$ cat config.mk
export PLATFORM = sky130hd
export DESIGN_NAME = led_line_reader_flat
export DESIGN_NICKNAME = d
export VERILOG_FILES = /design/src/rtl/led_bus_pkg.sv /design/src/rtl/led_line_reader_if.sv /design/src/rtl/led_line_reader.sv /design/src/flat_wrapper.sv
export SDC_FILE = /design/constraint.sdc
export NUM_CORES = 1
export LEC_CHECK = 0
export ABC_AREA = 1
export CELL_PAD_IN_SITES_DETAIL_PLACEMENT = 0
export CELL_PAD_IN_SITES_GLOBAL_PLACEMENT = 1
export CORE_UTILIZATION = 29
export DETAILED_ROUTE_END_ITERATION = 10
export PLACE_DENSITY_LB_ADDON = 0.1
export SYNTH_ARGS = -nofsm -noshare
export SYNTH_HDL_FRONTEND = slang
export SYNTH_SLANG_ARGS = --single-unit
$ cat constraint.sdc
create_clock -name clk100 -period 1.6 [get_ports clk100]
set_input_delay 0.32 -clock clk100 [delete_from_list [all_inputs] [get_ports clk100]]
set_output_delay 0.32 -clock clk100 [all_outputs]
set_load 0.005 [all_outputs]
$ cat src/rtl/led_bus_pkg.sv
// Shared LED panel bus definitions: FSM encoding, field widths
// and the line/column to byte-address mapping used by reader and writer.
package led_bus_pkg;

    localparam int LINE_W  = 5;
    localparam int COL_W   = 5;
    localparam int ADDR_W  = 16;
    localparam int COLOR_W = 24;

    typedef logic [1:0] state_t;

    localparam logic [1:0] ST_IDLE   = 2'd0;
    localparam logic [1:0] ST_REQ    = 2'd1;
    localparam logic [1:0] ST_WAIT   = 2'd2;
    localparam logic [1:0] ST_FINISH = 2'd3;

    // Lines are stored bottom-up: line 0 sits at word 31 of each column.
    function automatic logic [ADDR_W-1:0] pixel_addr(
        input logic [LINE_W-1:0] line,
        input logic [COL_W-1:0]  col
    );
        logic [ADDR_W-1:0] word;
        word = (ADDR_W'(col) << 5) + ADDR_W'(5'd31 - line);
        return word << 2;
    endfunction

endpackage

$ cat src/rtl/led_line_reader_if.sv
// LED panel control bus, read side: request/address out,
// colour data and completion pulse back.
interface led_line_reader_if;
    import led_bus_pkg::*;

    logic              ctrl_rd;
    logic [ADDR_W-1:0] ctrl_addr;
    logic [31:0]       ctrl_rdat;
    logic              ctrl_done;

    modport master (
        output ctrl_rd,
        output ctrl_addr,
        input  ctrl_rdat,
        input  ctrl_done
    );

    modport slave (
        input  ctrl_rd,
        input  ctrl_addr,
        output ctrl_rdat,
        output ctrl_done
    );

endinterface

$ cat src/rtl/led_line_reader.sv
// Reads the 32 pixels of one display line back from the panel
// and packs them into a word, bit c set when column c is lit.
module led_line_reader
    import led_bus_pkg::*;
#(
    parameter logic [COLOR_W-1:0] MATCH_MASK = 24'hFFFFFF,
    parameter int unsigned        TIMEOUT    = 1023
) (
    input  logic              clk100,
    input  logic              resetn,
    input  logic              start,
    input  logic [LINE_W-1:0] line,
    output logic              busy,
    output logic              done,
    output logic              error,
    output logic [31:0]       value,
    led_line_reader_if.master ctrl
);

    localparam int TW = (TIMEOUT < 2) ? 1 : $clog2(TIMEOUT + 1);

    state_t            state_q, state_d;
    logic [LINE_W-1:0] line_q, line_d;
    logic [COL_W-1:0]  col_q, col_d;
    logic [31:0]       shift_q, shift_d;
    logic [TW-1:0]     tmo_q, tmo_d;
    logic              rd_q, rd_d;
    logic [ADDR_W-1:0] addr_q, addr_d;
    logic              busy_q, busy_d;
    logic              done_q, done_d;
    logic              err_q, err_d;
    logic [31:0]       value_q, value_d;

    logic hit;
    logic tmo_hit;
    logic unused_rdat_hi;

    assign hit = |(ctrl.ctrl_rdat[COLOR_W-1:0] & MATCH_MASK);
    assign unused_rdat_hi = ^ctrl.ctrl_rdat[31:COLOR_W];

    // Abort fires on the TIMEOUT-th waiting cycle; 0 disables it.
    assign tmo_hit = (TIMEOUT != 0) && (tmo_q == TW'(TIMEOUT - 1));

    always_comb begin
        state_d = state_q;
        line_d  = line_q;
        col_d   = col_q;
        shift_d = shift_q;
        tmo_d   = tmo_q;
        rd_d    = rd_q;
        addr_d  = addr_q;
        busy_d  = busy_q;
        done_d  = 1'b0;
        err_d   = 1'b0;
        value_d = value_q;
        unique case (state_q)
            ST_IDLE: begin
                if (start) begin
                    line_d  = line;
                    col_d   = '0;
                    shift_d = '0;
                    busy_d  = 1'b1;
                    state_d = ST_REQ;
                end
            end
            ST_REQ: begin
                addr_d  = pixel_addr(line_q, col_q);
                rd_d    = 1'b1;
                tmo_d   = '0;
                state_d = ST_WAIT;
            end
            ST_WAIT: begin
                if (ctrl.ctrl_done) begin
                    rd_d           = 1'b0;
                    shift_d[col_q] = hit;
                    if (col_q == COL_W'(31)) begin
                        state_d = ST_FINISH;
                    end else begin
                        col_d   = col_q + 1'b1;
                        state_d = ST_REQ;
                    end
                end else if (tmo_hit) begin
                    rd_d    = 1'b0;
                    err_d   = 1'b1;
                    busy_d  = 1'b0;
                    state_d = ST_IDLE;
                end else begin
                    tmo_d = tmo_q + 1'b1;
                end
            end
            ST_FINISH: begin
                value_d = shift_q;
                done_d  = 1'b1;
                busy_d  = 1'b0;
                state_d = ST_IDLE;
            end
            default: begin
                state_d = ST_IDLE;
            end
        endcase
    end

    always_ff @(posedge clk100 or negedge resetn) begin
        if (!resetn) begin
            state_q <= ST_IDLE;
            line_q  <= '0;
            col_q   <= '0;
            shift_q <= '0;
            tmo_q   <= '0;
            rd_q    <= 1'b0;
            addr_q  <= '0;
            busy_q  <= 1'b0;
            done_q  <= 1'b0;
            err_q   <= 1'b0;
            value_q <= '0;
        end else begin
            state_q <= state_d;
            line_q  <= line_d;
            col_q   <= col_d;
            shift_q <= shift_d;
            tmo_q   <= tmo_d;
            rd_q    <= rd_d;
            addr_q  <= addr_d;
            busy_q  <= busy_d;
            done_q  <= done_d;
            err_q   <= err_d;
            value_q <= value_d;
        end
    end

    assign ctrl.ctrl_rd   = rd_q;
    assign ctrl.ctrl_addr = addr_q;
    assign busy           = busy_q;
    assign done           = done_q;
    assign error          = err_q;
    assign value          = value_q;

endmodule

$ cat src/flat_wrapper.sv
// flat-port wrapper written by rule: the top's interface ports become plain ports
module led_line_reader_flat import led_bus_pkg::*;
#(
    parameter logic [COLOR_W-1:0] MATCH_MASK = 24'hFFFFFF,
    parameter int unsigned        TIMEOUT    = 1023
)
  (clk100, resetn, start, line, busy, done, error, value, ctrl_ctrl_rd, ctrl_ctrl_addr, ctrl_ctrl_rdat, ctrl_ctrl_done);
  led_line_reader_if ctrl_i ();
  input  logic clk100;
  input  logic resetn;
  input  logic start;
  input  logic [LINE_W-1:0] line;
  output logic busy;
  output logic done;
  output logic error;
  output logic [31:0] value;
  output wire logic [$bits(ctrl_i.ctrl_rd)-1:0] ctrl_ctrl_rd;
  output wire logic [$bits(ctrl_i.ctrl_addr)-1:0] ctrl_ctrl_addr;
  input wire logic [$bits(ctrl_i.ctrl_rdat)-1:0] ctrl_ctrl_rdat;
  input wire logic [$bits(ctrl_i.ctrl_done)-1:0] ctrl_ctrl_done;
  assign ctrl_ctrl_rd = ctrl_i.ctrl_rd;
  assign ctrl_ctrl_addr = ctrl_i.ctrl_addr;
  assign ctrl_i.ctrl_rdat = ctrl_ctrl_rdat;
  assign ctrl_i.ctrl_done = ctrl_ctrl_done;
  led_line_reader #(.MATCH_MASK(MATCH_MASK), .TIMEOUT(TIMEOUT)) u_core (.clk100(clk100), .resetn(resetn), .start(start), .line(line), .busy(busy), .done(done), .error(error), .value(value), .ctrl(ctrl_i));
endmodule
==> results.md <==
- Design internal power: 5670 uW
- Top cells by area, synth: dfrtp_1 52%, nand2_1 18%, nand3_1 6.9%
- Die Ht: 131.2 um
- Total power: 8624 uW
- Area leader, netlist: dfrtp_1
- Flop pwr share: 34.8%
- Mean Syn Cell Area: 7.932 sq um
- Initial antenna violation count: 0
- Status: finished clean
- Peak supply drop: 0.8777 mV
- R2R Path End: u_core.shift_q[2]
- Finished Core Util: 42.04%
- Die Span X: 131.2 um
- Synthesized flop and latch total: 100
- Final Hold Viols: 0
- Commonest cells post-synth: 234 x nand2_1, 100 x dfrtp_1, 67 x nand3_1
- PD cells: 1278 nW/um^2
- R2R cell count: 11
- Final standard cell area without fillers: 6750 sq um
- Port Buffer Count: 78
- Yosys top cell area share: 51.72%
- Nets: 781
- # setup viols final: 0
- Setup TNS: 0 ps
- Element type at the critical path start: register
- Area Growth Syn to Fin: 39.51%
- First-pass GRT wire length: 21470 um
- CTS Root Cell: clkbuf_16
- Crit Path Max Fanout: 8
- H-Tree Depth: 3
- Clk pin slew, worst setup/hold paths: 70 ps
- Fraction of layout cells with a size suffix above 1: 16.78%
- R2R Setup Slk: 50 ps
- Routed length per instance: 13.34 um
- Total Routing Usage GR: 15.54%
- Pre-CTS setup slack: -116.6 ps
- Ports: 93
- Comb power frac: 40.5%
- Sw Share: 34.26%
- Async S/R FF share, synth: 100.0%
- Leak: 0.003313 uW
- Vias: 4303
- Clk pwr share: 24.7%
- Clock skew: 8.062 ps
- Area of the core: 16060 sq um
- Largest net degree at the start of global routing: 50
- RD Place Congestion: 0.7628
- Worst setup EP type: register
- Min cycle time layout: 1551 ps
- HP Class: in2async
- DRC violations left: 0
- Hpwl dp: 8345 um
- Total gr overflow: 0
- Psw: 2955 uW
- Post-route ant nets: 0
- Pre-Repair DR Iteration Count: 4
- Reg2reg start: u_core.state_q[0]
- Via/cell ratio: 4.534
- Sink Count: 100
- Worst Path Required: 1840 ps
- CP Data Arrival Time: 1790 ps
- Die area: 17200 sq um
- Setup ws final: 48.67 ps
- Antenna fix cells: 0
- Fin crit share: 96.96%
- Max Cap Violations: 0
- Clk Latency, worst-skew pair: 350 ps
- Setup CP Type: reg2reg
- RSZ-0062 raised after global routing: yes
- CTS Buffer Depth: 2
- Fmax: 644.6 MHz
- Register area share after synthesis: 51.72%
- Detailed-route wire length: 12660 um
- DP Area: 6080 sq um
- Post-Syn Instances: 610
- Total CTS buffers: 9
- Fin. max-slew vios: 0
- Vias in the first global route: 4270
- Mapped cell area: 4838 sq um
- Initial detailed-routing violation count: 178
- Post-synth EDFFs: 0
- Num rows: 46
- Synth unique cells: 27
- CTS tree: yes
- Count leader, synth: nand2_1
- Starting Density: 30.13%
- Main synth FF type: dfrtp_1
- Synth warn: 0
-- routing by layer --
layer / up-vias / global-route usage, % / wire length (um)
li1: 2170 / - / -
met1: 2056 / 19.82 / 5994
met2: 71 / 26.12 / 6160
met3: 6 / 3.858 / 395
met4: 0 / 3.922 / 105
met5: - / 0 / 0
-- area by class of cell --
cell class	count	area (sq um)
sequential	100	2504
clock buffer	10	229.0
tap	216	270.3
inverter	33	135.1
multi-input combinational	450	2175
fill	1623	9308
clock inverter	5	53.80
timing repair buffer	135	1384
-- sequential cells by signal (all words and copies together), names as in the netlist --
| name | flops |
|---|---|
| u_core.tmo_q | 10 |
| u_core.state_q | 2 |
| u_core.shift_q | 32 |
| u_core.col_q | 5 |
| u_core.value | 32 |
| u_core.ctrl.ctrl_rd | 1 |
| u_core.error | 1 |
| u_core.ctrl.ctrl_addr | 10 |
| u_core.busy | 1 |
| u_core.done | 1 |
| u_core.line_q | 5 |
-- cells in the final DEF, fill, tap and decap left out, types with 3 or more instances in the layout --
master           count
nor2_1              46
inv_2                7
ha_1                 4
nand3_1             65
dlymetal6s2s_1       3
inv_1               22
clkbuf_16           11
ha_4                 3
buf_12              10
nand2_1            231
nor2_4               3
o21ai_2              3
ha_2                 4
buf_4               43
dfrtp_1             99
nand2_4              4
nor2_2              12
conb_1               6
mux2_2               5
clkdlybuf4s50_1     74
clkinv_2             4
o21ai_1             16
o21ai_0             36
-- worst max-delay path, cell delays in order, from the launching register on --
cell	delay, ps
dfrtp_1	390
inv_2	120
ha_4	180
nand2_4	70
inv_4	60
nand2_4	50
o21ai_4	60
buf_12	140
clkbuf_16	140
o21ai_0	80
nand2_1	70
nand2_1	50
-- kinds of logic (layout without fill, tap and decap cells) --
family                     count (synthesis)  after routing  synth area share [%]
AOI/OAI and AO/OA                         57             57                 6.025
xor gates and xnor gates                   2              2                0.3621
adders and majority gates                 11             11                 2.845
buffers and inverters                     65            183                 6.904
DFF                                      100            100                 51.72
muxes                                      5              5                 1.164
other                                      1              6               0.07751
and+or+nand+nor                          369            369                 30.90
-- power groups by stage --
stage | sequential (uW) | clock [uW] | combinational, uW
detailed placement | 3020 | 0 | 2790
floorplan | 3040 | 0 | 1550
global route | 3040 | 2330 | 3860
CTS | 2980 | 2240 | 2930
global placement | 3020 | 0 | 2770
finish | 3000 | 2130 | 3490
-- metrics by stage --
stage / instances / hold slack (ps)
4_1_cts: 935 / 363.1
3_5_place_dp: 918 / 197.3
6_report: 949 / 373.1
2_1_floorplan: 615 / 24.41
5_1_grt: 949 / 371.2
3_3_place_gp: 918 / 195.5
-- what timing repair did --
item	in CTS	in global routing
pin swaps	0	12
hold endpoints to repair	12	0
setup buffers	0	12
endpoints found under the setup margin	29	54
cloned	1	2
resized for setup	8	57
hold buffers	1	0
-- worst max-delay path by stage --
stage          slack, ps                 end         startpoint
2_1_floorplan         50     u_core.col_q[0]    u_core.col_q[0]
3_3_place_gp         -80   u_core.shift_q[8]     ctrl_ctrl_done
3_5_place_dp        -120   u_core.shift_q[2]     ctrl_ctrl_done
4_1_cts               -4   u_core.shift_q[3]  u_core.state_q[1]
5_1_grt              -50  u_core.shift_q[12]    u_core.col_q[1]
6_report              50   u_core.shift_q[2]  u_core.state_q[0]
Note: power is estimated with default switching activity, not from simulation.
